### config.mk
export PLATFORM = sky130hd
export DESIGN_NAME = fifo_wr_arb
export DESIGN_NICKNAME = d
export VERILOG_FILES = /design/src/rtl/fifo_wr_arb_pkg.sv /design/src/rtl/rr_pick.sv /design/src/rtl/fifo_wr_arb.sv
export SDC_FILE = /design/constraint.sdc
export NUM_CORES = 1
export LEC_CHECK = 0
export BUFFER_PORTS_ARGS = -buffer_cell sky130_fd_sc_hd__buf_4
export CAP_MARGIN = 15
export CORE_MARGIN = 1.5
export CORE_UTILIZATION = 40
export CTS_CLUSTER_DIAMETER = 150
export DETAILED_ROUTE_END_ITERATION = 8
export PLACE_DENSITY = 0.77
export SYNTH_ARGS = -nofsm -noshare
export SYNTH_HDL_FRONTEND = slang
export SYNTH_SLANG_ARGS = --single-unit
### constraint.sdc
create_clock -name clk_i -period 2.1 [get_ports clk_i]
set_input_delay 0.21 -clock clk_i [delete_from_list [all_inputs] [get_ports clk_i]]
set_output_delay 0.21 -clock clk_i [all_outputs]
set_load 0.01 [all_outputs]
### src/rtl/fifo_wr_arb_pkg.sv
// Shared state encoding, statistics width and {id, last, data} tag layout
// for fifo_wr_arb and its round-robin picker.
package fifo_wr_arb_pkg;

  typedef enum logic {
    IDLE  = 1'b0,
    GRANT = 1'b1
  } arb_state_e;

  localparam int unsigned STAT_WTH     = 16;
  localparam int unsigned TAG_DATA_LSB = 0;

  function automatic int unsigned tag_last_bit(input int unsigned data_wth);
    return data_wth;
  endfunction

  function automatic int unsigned tag_id_lsb(input int unsigned data_wth);
    return data_wth + 1;
  endfunction

endpackage

### src/rtl/rr_pick.sv
// Combinational round-robin picker: first valid requester at or after ptr_i,
// searching upward with wrap. Returns one-hot, index and any-valid.
module rr_pick #(
  parameter int unsigned N = 4,
  parameter int unsigned W = 2
) (
  input  logic [N-1:0] vld_i,
  input  logic [W-1:0] ptr_i,
  output logic [N-1:0] gnt_oh_o,
  output logic [W-1:0] gnt_idx_o,
  output logic         any_o
);

  int unsigned k;

  always_comb begin
    gnt_oh_o  = '0;
    gnt_idx_o = '0;
    any_o     = 1'b0;
    k         = 0;
    for (int unsigned i = 0; i < N; i++) begin
      // ptr_i < N, so one subtraction is enough to wrap
      k = 32'(ptr_i) + i;
      if (k >= N) begin
        k = k - N;
      end
      if (!any_o && vld_i[k[W-1:0]]) begin
        any_o               = 1'b1;
        gnt_idx_o           = k[W-1:0];
        gnt_oh_o[k[W-1:0]]  = 1'b1;
      end
    end
  end

endmodule

### src/rtl/fifo_wr_arb.sv
// Round-robin burst arbiter sharing one FIFO write port among REQ_NUM producers.
// Optional per-requester beat statistics enabled by FIFO_WR_ARB_STAT_EN.
module fifo_wr_arb
  import fifo_wr_arb_pkg::*;
#(
  parameter int unsigned REQ_NUM   = 4,
  parameter int unsigned REQ_WTH   = 2,
  parameter int unsigned DATA_WTH  = 8,
  parameter int unsigned MAX_BURST = 16,
  parameter int unsigned BURST_WTH = 5
) (
  input  logic                              clk_i,
  input  logic                              rst_n_i,
  input  logic [REQ_NUM-1:0]                req_vld_i,
  input  logic [REQ_NUM-1:0]                req_last_i,
  input  logic [REQ_NUM*DATA_WTH-1:0]       req_data_i,
  output logic [REQ_NUM-1:0]                req_rdy_o,
  output logic [REQ_WTH+1+DATA_WTH-1:0]     fifo_wr_data_o,
  output logic                              fifo_wr_en_o,
  input  logic                              fifo_full_i,
  input  logic                              fifo_a_full_i,
  output logic                              busy_o,
  input  logic                              stat_clr_i,
  output logic [REQ_NUM*STAT_WTH-1:0]       stat_cnt_o
);

  localparam int unsigned TAG_WTH  = REQ_WTH + 1 + DATA_WTH;
  localparam int unsigned LAST_BIT = tag_last_bit(DATA_WTH);
  localparam int unsigned ID_LSB   = tag_id_lsb(DATA_WTH);

  arb_state_e           state_q, state_d;
  logic [REQ_WTH-1:0]   rr_ptr_q, rr_ptr_d;
  logic [REQ_WTH-1:0]   owner_q, owner_d;
  logic [BURST_WTH-1:0] beat_cnt_q, beat_cnt_d;
  logic                 stage_vld_q, stage_vld_d;
  logic [TAG_WTH-1:0]   stage_data_q, stage_data_d;

  logic [REQ_NUM-1:0]   unused_pick_oh;
  logic [REQ_WTH-1:0]   pick_idx;
  logic                 pick_any;

  logic                 sel_vld;
  logic                 sel_last;
  logic [DATA_WTH-1:0]  sel_data;
  logic                 grant_rdy;
  logic                 accept;
  logic                 wr_en;
  logic [BURST_WTH-1:0] beat_inc;
  logic [REQ_WTH-1:0]   owner_nxt;

  rr_pick #(
    .N (REQ_NUM),
    .W (REQ_WTH)
  ) u_rr_pick (
    .vld_i     (req_vld_i),
    .ptr_i     (rr_ptr_q),
    .gnt_oh_o  (unused_pick_oh),
    .gnt_idx_o (pick_idx),
    .any_o     (pick_any)
  );

  always_comb begin
    sel_vld  = 1'b0;
    sel_last = 1'b0;
    sel_data = '0;
    for (int unsigned i = 0; i < REQ_NUM; i++) begin
      if (owner_q == REQ_WTH'(i)) begin
        sel_vld  = req_vld_i[i];
        sel_last = req_last_i[i];
        sel_data = req_data_i[i*DATA_WTH +: DATA_WTH];
      end
    end
  end

  // A held grant only stalls on a full FIFO when the stage is occupied
  assign grant_rdy = (state_q == GRANT) && (!stage_vld_q || !fifo_full_i);
  assign accept    = grant_rdy && sel_vld;
  assign wr_en     = stage_vld_q && !fifo_full_i;
  assign beat_inc  = beat_cnt_q + BURST_WTH'(1);
  assign owner_nxt = (owner_q == REQ_WTH'(REQ_NUM - 1)) ? '0 : owner_q + REQ_WTH'(1);

  always_comb begin
    req_rdy_o = '0;
    for (int unsigned i = 0; i < REQ_NUM; i++) begin
      req_rdy_o[i] = grant_rdy && (owner_q == REQ_WTH'(i));
    end
  end

  always_comb begin
    state_d    = state_q;
    rr_ptr_d   = rr_ptr_q;
    owner_d    = owner_q;
    beat_cnt_d = beat_cnt_q;
    case (state_q)
      IDLE: begin
        if (pick_any && !fifo_a_full_i) begin
          state_d    = GRANT;
          owner_d    = pick_idx;
          beat_cnt_d = '0;
        end
      end
      GRANT: begin
        if (accept) begin
          beat_cnt_d = beat_inc;
          if (sel_last || (beat_inc == BURST_WTH'(MAX_BURST))) begin
            state_d  = IDLE;
            rr_ptr_d = owner_nxt;
          end
        end
      end
      default: state_d = IDLE;
    endcase
  end

  always_comb begin
    stage_vld_d  = stage_vld_q;
    stage_data_d = stage_data_q;
    if (accept) begin
      stage_vld_d                               = 1'b1;
      stage_data_d[ID_LSB +: REQ_WTH]           = owner_q;
      stage_data_d[LAST_BIT]                    = sel_last;
      stage_data_d[TAG_DATA_LSB +: DATA_WTH]    = sel_data;
    end else if (wr_en) begin
      stage_vld_d = 1'b0;
    end
  end

  always_ff @(posedge clk_i or negedge rst_n_i) begin
    if (!rst_n_i) begin
      state_q      <= IDLE;
      rr_ptr_q     <= '0;
      owner_q      <= '0;
      beat_cnt_q   <= '0;
      stage_vld_q  <= 1'b0;
      stage_data_q <= '0;
    end else begin
      state_q      <= state_d;
      rr_ptr_q     <= rr_ptr_d;
      owner_q      <= owner_d;
      beat_cnt_q   <= beat_cnt_d;
      stage_vld_q  <= stage_vld_d;
      stage_data_q <= stage_data_d;
    end
  end

  assign fifo_wr_en_o   = wr_en;
  assign fifo_wr_data_o = stage_data_q;
  assign busy_o         = (state_q == GRANT) || stage_vld_q;

`ifdef FIFO_WR_ARB_STAT_EN
  logic [REQ_NUM-1:0][STAT_WTH-1:0] stat_q, stat_d;

  always_comb begin
    stat_d = stat_q;
    if (stat_clr_i) begin
      stat_d = '0;
    end else if (accept) begin
      for (int unsigned i = 0; i < REQ_NUM; i++) begin
        if ((owner_q == REQ_WTH'(i)) && (stat_q[i] != '1)) begin
          stat_d[i] = stat_q[i] + STAT_WTH'(1);
        end
      end
    end
  end

  always_ff @(posedge clk_i or negedge rst_n_i) begin
    if (!rst_n_i) begin
      stat_q <= '0;
    end else begin
      stat_q <= stat_d;
    end
  end

  assign stat_cnt_o = stat_q;
`else
  logic unused_stat_clr;
  assign unused_stat_clr = stat_clr_i;
  assign stat_cnt_o      = '0;
`endif

endmodule

# After elaboration in Yosys (flattened, before gate mapping)
# Cells that the tools add are included.
[totals] wordCells=97 inputBits=45 register_bits=22
[op_classes] order_cmp=8 n_addsub=9 bitwise=1 muxes=42 n_reduce_logical=25 eq_ne=6
[op_table] cell="2-to-1 mux 8 bit" count=4
[op_table] cell="2-to-1 mux 1 bit" count=21
[op_table] cell="2-to-1 mux 2 bit" count=9
[op_table] cell="< comparator 2 x 3 -> 1 bit, second input constant" count=4
[op_table] cell="logical AND 1 bit" count=11
[op_table] cell="2-to-1 mux 5 bit" count=2
[op_table] cell="case mux 5 bit (2 select lines)" count=1
[op_table] cell=">= comparator 3 bit, second input constant" count=3
[op_table] cell="binary-select mux 1 bit (select 2 bit)" count=4
[op_table] cell="subtractor 2 x 1 -> 2 bit, second input constant" count=4
[op_table] cell="adder 2 x 2 -> 3 bit, second input constant" count=2
[op_table] cell="logical NOT 1 bit" count=6
[op_table] cell="adder 5 x 1 -> 5 bit, second input constant" count=1
[op_table] cell="equality test 5 bit, second input constant" count=1
[op_table] cell="equality test 2 bit, second input constant" count=2
[op_table] cell="AND reduction 2 bit" count=2
[op_table] cell="adder 2 x 1 -> 3 bit, second input constant" count=1
[op_table] cell=">= comparator 2 x 3 -> 1 bit, second input constant" count=1
[op_table] cell="logical OR 1 bit" count=3
[op_table] cell="AND reduction 3 bit" count=1
[op_table] cell="adder 2 x 1 -> 2 bit, second input constant" count=1
[op_table] cell="equality test 2 x 1 -> 1 bit, second input constant" count=1
[op_table] cell="logical NOT 2 bit" count=1
[op_table] cell="!= test 2 x 1 -> 1 bit, second input constant" count=1
[op_table] cell="4 further kinds" count=4

# Depth between registers and ports, before layout
# Gate-level depths: netlist of run 1.
[depth] depth_word=17 ltp_mapped=9 ltp_nobuf=7

# By module
# Synthesis of run 1 repeated with hierarchy kept, for this count alone.
[unflattened] cells_unflattened=255 hier_area_um2=2220.9
[modules_own_cells] mod="fifo_wr_arb" area_per_inst_um2=1799.2 cells_each=210 n_inst=1 seq_area_each_um2=550.5
[modules_own_cells] mod="rr_pick" area_per_inst_um2=421.7 cells_each=45 n_inst=1 seq_area_each_um2=0.0

# Least setup slack after synthesis of run 1
# No wires, ideal clock.
[synth_path] kind="reg2reg" startpoint="register owner_q[0]" endpoint="register rr_ptr_q[0]" required_ns=1.975 setup_ns=0.125 setup_slack_ns=0.304 path_buffers=1 arrival_ns=1.671 stages_incl_launch_ff=9 cell_sequence="dfrtp_1 > inv_1 > ha_1 > nor2b_2 > buf_6 > a31oi_4 > a31oi_4 > o21ai_2 > mux2_4"
[synth_between] elab_chain_len=7
[synth_lines] element="start: declaration" line_no="fifo_wr_arb.sv:33" text="logic [REQ_WTH-1:0] owner_q, owner_d;"
[synth_lines] element="start signal: assignment" line_no="fifo_wr_arb.sv:139" text="owner_q <= owner_d;"
[synth_lines] element="logical NOT 2 bit" line_no="fifo_wr_arb.sv:67" text="if (owner_q == REQ_WTH'(i)) begin"
[synth_lines] element="2-to-1 mux 1 bit (4 in a row)" line_no="fifo_wr_arb.sv:67"
[synth_lines] element="logical AND 1 bit or logical OR 1 bit (tied branches)" line_no="fifo_wr_arb.sv:77, fifo_wr_arb.sv:105"
[synth_lines] element="AND reduction 3 bit (no line)"
[synth_lines] element="end signal: assignment" line_no="fifo_wr_arb.sv:138" text="rr_ptr_q <= rr_ptr_d;"
[synth_lines] element="end: declaration" line_no="fifo_wr_arb.sv:32" text="logic [REQ_WTH-1:0] rr_ptr_q, rr_ptr_d;"
# Several ways; a longest one is shown, not always the timed one.
# A chain may end at the register's enable or synchronous reset.

# Worst setup path in the final report of run 1
[layout_path] startpoint="register owner_q[0]" endpoint="register rr_ptr_q[1]"
# The elaborated chain is that of the path after synthesis.

==> impl_results.md, run 1 <==
- Slew Viols, Final: 0
- Largest area contributor in the netlist: dfrtp_1
- Final hold vios: 0
- Width of the die: around 73 µm
- Drt drc: 0
- Sequential element share of the synthesized area: 0.284
- Layout Cells excl Fill: 341
- Clk_skew: between 0.005 and 0.006 ns
- Site Rows: 25
- Routed wire length: roughly 4.1 mm
- Setup TNS: 0 ns
- Bufs on Longest Clock Path: 2
- Number of global-route vias before repair: around 1300
- Number of distinct library cells after synthesis: 37
- Leak: 1.13 nW
- Synth Instances: roughly 230
- # resized after CTS: 0
- Cts bufs inserted: 3
- First-pass GRT wire length: 6.30 mm
- Inst Count DP: around 340
- Worst VDD drop: 392 µV
- Final HPWL DP: 3.27 mm
- Depth of the CTS H-tree: 1
- PortBufs: 60
- Crit path time final: just under 2 ns
- Max-cap violation count: 0
- Final setup viols: 0
- CP Class: reg -> reg
- Grt ovf: 0
- Postcts setup bufs: 0
- Ant diodes: 0
- Post-DRT Antenna Nets: 0
- Worst EP required: 2.25 ns
- Post-synth EDFFs: 0
- Layout area overhead: 15.1%
- Crit path max fanout: 11
- Initial cell density of the core: 0.413
- Layout cell share with drive strength beyond 1: 0.282
- Most area-consuming cells after synthesis: dfrtp_1, buf_4, nand2_1
- Total track usage: 0.150
- Floorplan core area: 4690 µm²
- Synthesis Warnings: 0
- Clock root cell: clkbuf_8
- Min-delay worst type: in -> reg
- Io pins: 126
- Top FF cell, synth: dfrtp_1
- RePlAce Congestion: between 0.7 and 0.8
- Critical path arrival: 2.12 ns
- Flops & latches, synth: 22
- Unrepaired setup endpoints after global routing: no
- Vias per cell: 4.59
- Synth top area share: 0.284
- Post-synthesis async set-or-reset flop share: 1.00
- Highest clock rate: 508 MHz
- Avg WL per Cell: 11.9 µm
- Drt pass-1 iters: 4
- Clock transition at the registers of the reported paths: 0.08 ns
- Die area: approximately 5300 µm²
- Status: finished clean
- Post-synthesis instance area: 1940 µm²
- Synthesized area per cell: 8.49 µm²
- Fin nets: 338
- CP endpoint kind: register
- Pwr Density: ~1200 nW/µm²
- Largest net degree at the start of global routing: 31
- Starting DRT DRC Count: 68
- Period utilization: 0.937
- CTS Sinks: 22
- Initial antenna violation count: 0
- Clk Latency, worst-skew pair: 0.26 ns
- Final Cell Area: 2230 µm²
- Detailed-route via count: ~1600
- CTS tree: done
- Die H: 72.6 µm
- Placed cell areas: 2160 µm²
- Startpoint Class: register
## critical path, cell delays in order (launching register included)
cell and delay, ns:
dfrtp_1 0.43, inv_1 0.12, ha_1 0.25, inv_2 0.22, nand3_4 0.12, a31oi_4 0.27
o21ai_2 0.13, mux2_4 0.31
## cells in the final DEF (no fill, tap or decap), drive strengths merged
| cell | count |
|---|---|
| buf | 65 |
| conb | 64 |
| nand2 | 24 |
| dfrtp | 22 |
| o21ai | 21 |
| a21oi | 13 |
| nor2 | 11 |
| nand3 | 9 |
| a221oi | 8 |
| nor3 | 8 |
| ha | 5 |
| inv | 5 |
| and2 | 4 |
| nand3b | 4 |
| clkbuf | 4 |
| a31oi | 2 |
| xor2 | 2 |
| mux2 | 2 |
| nor2b | 2 |
| a21boi | 1 |
| or2 | 1 |
| nor4 | 1 |
| a211o | 1 |
| nand4b | 1 |
| o21a | 1 |
| a31o | 1 |
| or3 | 1 |
| a221o | 1 |
| mux2i | 1 |
| nand2b | 1 |
| dlygate4sd3 | 1 |
## synth_stat cells, types with 5 or more instances
library cell and instances:
o21ai_0 15, nand2_1 24, dfrtp_1 22, buf_4 68, nand3_1 8, a221oi_1 8, nor3_1 8, a21oi_1 13
ha_1 5, nor2_1 11
## flip-flops by register name (all words and copies together), names as in the netlist
register,flops
owner_q,2
stage_vld_q,1
state_q,1
rr_ptr_q,2
beat_cnt_q,5
fifo_wr_data_o,11
## cell families (layout without fill, tap and decap cells)
group                    Yosys count  count (layout)  share of synthesized area
buffers and inverters             79              75                      0.301
multiplexers                       3               3                     0.0207
other                              1              64                    0.00194
XOR/XNOR                           2               2                    0.00905
adder cells (fa/ha/maj)            5               5                     0.0323
flip-flops                        22              22                      0.284
AND/OR/NAND/NOR                   67              67                      0.172
AO/OA/AOI/OAI                     49              49                      0.178
## through the flow
step | util | hold slack, ns | setup WS [ns] | power, mW
after floorplan | - | -0.0856 | 0.304 | 2.11
after global placement | 0.461 | 0.110 | 0.213 | 2.41
after detailed placement | 0.461 | 0.110 | 0.153 | 2.46
after CTS | 0.475 | 0.165 | 0.135 | 2.76
after global routing | 0.475 | 0.194 | 0.00897 | 3.00
final | 0.475 | 0.164 | 0.133 | 2.76
## final timing paths
| path | start | to | slack (ns) | cells past startpoint |
|---|---|---|---|---|
| setup reg to reg | owner_q[0] | rr_ptr_q[1] | 0.13 | 7 |
| hold / removal | fifo_full_i | stage_vld_q | 0.16 | 3 |
| hold reg to reg | fifo_wr_data_o[1] | fifo_wr_data_o[1] | 0.48 | 2 |
| setup / recovery | owner_q[0] | rr_ptr_q[1] | 0.13 | 7 |
| min in group asynchronous | rst_n_i | beat_cnt_q[3] | 0.37 | 2 |
| max in group asynchronous | rst_n_i | beat_cnt_q[4] | 1.51 | 2 |
## repair_timing
action                                  4_1_cts  5_1_grt
endpoints found under the setup margin        0        0
hold buffers                                  1        0
hold endpoints to repair                     22        0
## power breakdown
| part | switching (mW) | total (mW) | internal, mW |
|---|---|---|---|
| clock | 0.129 | 0.296 | 0.167 |
| combinational | 0.933 | 1.69 | 0.758 |
| sequential | 0.162 | 0.769 | 0.607 |
| total | 1.22 | 2.76 | 1.53 |
## routing by layer
layer	global-route usage	routed length, µm	up-vias
met4	0.0440	40	0
met2	0.261	2110	56
li1	-	-	766
met3	0.0153	215	4
met5	0	0	-
met1	0.195	1700	740
## final cells by class
type / instances / area, µm²
clock buffers: 4 / 55.1
flip-flops and latches: 22 / 551
well taps: 54 / 67.6
repair buffers: 66 / 498
fillers: 469 / 2460
inverters: 5 / 18.8
multi-input cells: 190 / 1040
Note: power is estimated with default switching activity, not from simulation.
==> run 2, diff against run 1 <==
GPL_TIMING_DRIVEN = 0   (was not set)
==> impl_results.md, run 2 (synthesis gave the netlist of run 1 again) <==
- Worst EP required: 2.25 ns (about the same)
- Vias per cell: 4.27 (-7.1%)
- Max reg flops: 11 (unchanged)
- Cts bufs inserted: 3 (unchanged)
- Setup TNS: 0 ns (unchanged)
- CP Class: reg -> reg
- Grt ovf: 0 (unchanged)
- Final setup viols: 0 (unchanged)
- Area taken by multi-input logic gates: 1040 µm² (unchanged)
- Final HPWL DP: 3.76 mm (+15%)
- M2 GR Usage: 0.294 (+0.0326)
- Initial cell density of the core: 0.413 (unchanged)
- Register area: 551 µm² (unchanged)
- Bufs on Longest Clock Path: 2 (unchanged)
- Crit path max fanout: 10 (-1)
- Commonest cells after routing, fill and taps aside: buf_4, conb_1, nand2_1
- RePlAce Congestion: 0.790 (+0.46%)
- Dpl ws: 0.124 ns (-0.0296 ns)
- Highest clock rate: 509 MHz (about the same)
- Inst Count DP: 405 (+21%)
- Die H: 72.6 µm (unchanged)
- Met3 Usage GRT: 0.0167 (+0.00139)
- Fin nets: 408 (+21%)
- Unrepaired setup endpoints after global routing: no
- Grt peak-use layer: met2
- PortBufs: 60 (unchanged)
- Crit path time final: 1.97 ns (-0.00160 ns)
- Status: finished clean
- Pwr Density: 1090 nW/µm² (-12%)
- Clock transition at the registers of the reported paths: 0.08 ns (about the same)
- Width of the die: 72.6 µm (unchanged)
- Io pins: 126 (unchanged)
- First-pass GRT wire length: 7.09 mm (+13%)
- Met1 Usage GRT: 0.222 (+0.0273)
- CTS tree: done
- Clock root cell: clkbuf_8
- Ant diodes: 0 (unchanged)
- # resized after CTS: 0 (unchanged)
- Layout Cells excl Fill: 411 (+21%)
- Critical path arrival: 2.12 ns (about the same)
- Leak: 1.51 nW (+34%)
- Layout area overhead: 42.9%
- CTS Sinks: 22 (unchanged)
- Filler cells: 444 (-5.3%)
- Worst VDD drop: 537 µV (+37%)
- Avg WL per Cell: 11.0 µm (-7.3%)
- Slew Viols, Final: 0 (unchanged)
- Min-delay worst type: in -> reg
- Routed wire length: 4.54 mm (+12%)
- Placed cell areas: 2690 µm² (+24%)
- Depth of the CTS H-tree: 1 (unchanged)
- Layout cell share with drive strength beyond 1: 0.423 (+0.141)
- Final hold vios: 0 (unchanged)
- Die area: 5270 µm² (unchanged)
- Final Cell Area: 2770 µm² (+24%)
- Clk Latency, worst-skew pair: 0.26 ns (about the same)
- Number of global-route vias before repair: 1476 (+9.8%)
- Detailed-route via count: 1753 (+12%)
- Site Rows: 25 (unchanged)
- Drt pass-1 iters: 4 (unchanged)
- Startpoint Class: register
- Final WS setup: 0.135 ns (+0.00160 ns)
- Floorplan core area: 4690 µm² (unchanged)
- Max-cap violation count: 0 (unchanged)
- Largest net degree at the start of global routing: 23 (-26%)
- CP endpoint kind: register
- Period utilization: 0.936 (about the same)
- Final core utilization: 0.590 (+0.115)
- Most common cell after layout, fill and taps aside: buf_4
- Drt drc: 0 (unchanged)
- Post-DRT Antenna Nets: 0 (unchanged)
- Clk_skew: 0.00222 ns (-0.00326 ns)
- Total track usage: 0.173 (+0.0234)
- Starting DRT DRC Count: 127 (+87%)
- Initial antenna violation count: 0 (unchanged)
run 2: changes by cell type in the layout (fill, tap and decap cells not counted), sizes merged:
cell,change
buf,+70
run 2: metal layers:
layer / vias up / part of all wire / wire length [µm]
met4: 0 / 0.016 / 72
met5: - / 0 / 0
met1: 778 / 0.42 / 1910
li1: 908 / - / -
met3: 4 / 0.052 / 236
met2: 63 / 0.51 / 2310
run 2: critical path, stage by stage, from the launching register on:
cell	delay, ns
dfrtp_1	0.43
inv_1	0.14
ha_1	0.23
inv_2	0.08
buf_6	0.14
o21ai_1	0.14
a21oi_1	0.13
o21ai_2	0.24
mux2_4	0.32
run 2: area by class of cell:
type                            count  area share
Tap cell                           54      0.0244
Timing Repair Buffer               63       0.172
Buffer                             73       0.203
Clock buffer                        4      0.0199
Multi-Input combinational cell    190       0.375
Sequential cell                    22       0.199
Inverter                            5     0.00678
run 2: final timing paths:
check                             startpoint           endpoint  slack (ns)  cells after the start
setup / recovery                  owner_q[0]        rr_ptr_q[0]        0.13                      8
hold / removal                   fifo_full_i        stage_vld_q        0.17                      3
setup reg to reg                  owner_q[0]        rr_ptr_q[0]        0.13                      8
hold reg to reg            fifo_wr_data_o[5]  fifo_wr_data_o[5]        0.48                      2
max in group asynchronous            rst_n_i      beat_cnt_q[1]        1.52                      2
min in group asynchronous            rst_n_i  fifo_wr_data_o[2]        0.36                      2
run 2: per-stage QoR:
| step | power, mW | hold WS (ns) |
|---|---|---|
| after CTS | 2.98 | 0.172 |
| after global routing | 3.29 | 0.191 |
| after global placement | 2.64 | 0.110 |
| after floorplan | 2.11 | -0.0856 |
| after detailed placement | 2.69 | 0.115 |
| final | 3.02 | 0.169 |
run 2: timing repair:
item	CTS	global route
endpoints found under the setup margin	1	2
pin swaps	0	2
hold buffers	1	0
buffers inserted	0	2
endpoints found under the hold margin	22	0
run 2: report_power, final:
part / internal (mW) / leakage, nW / switching [mW]
Sequential: 0.607 / 0.277 / 0.158
Clock: 0.167 / 0.0288 / 0.141
Combinational: 0.952 / 1.20 / 0.993
Total: 1.73 / 1.51 / 1.29
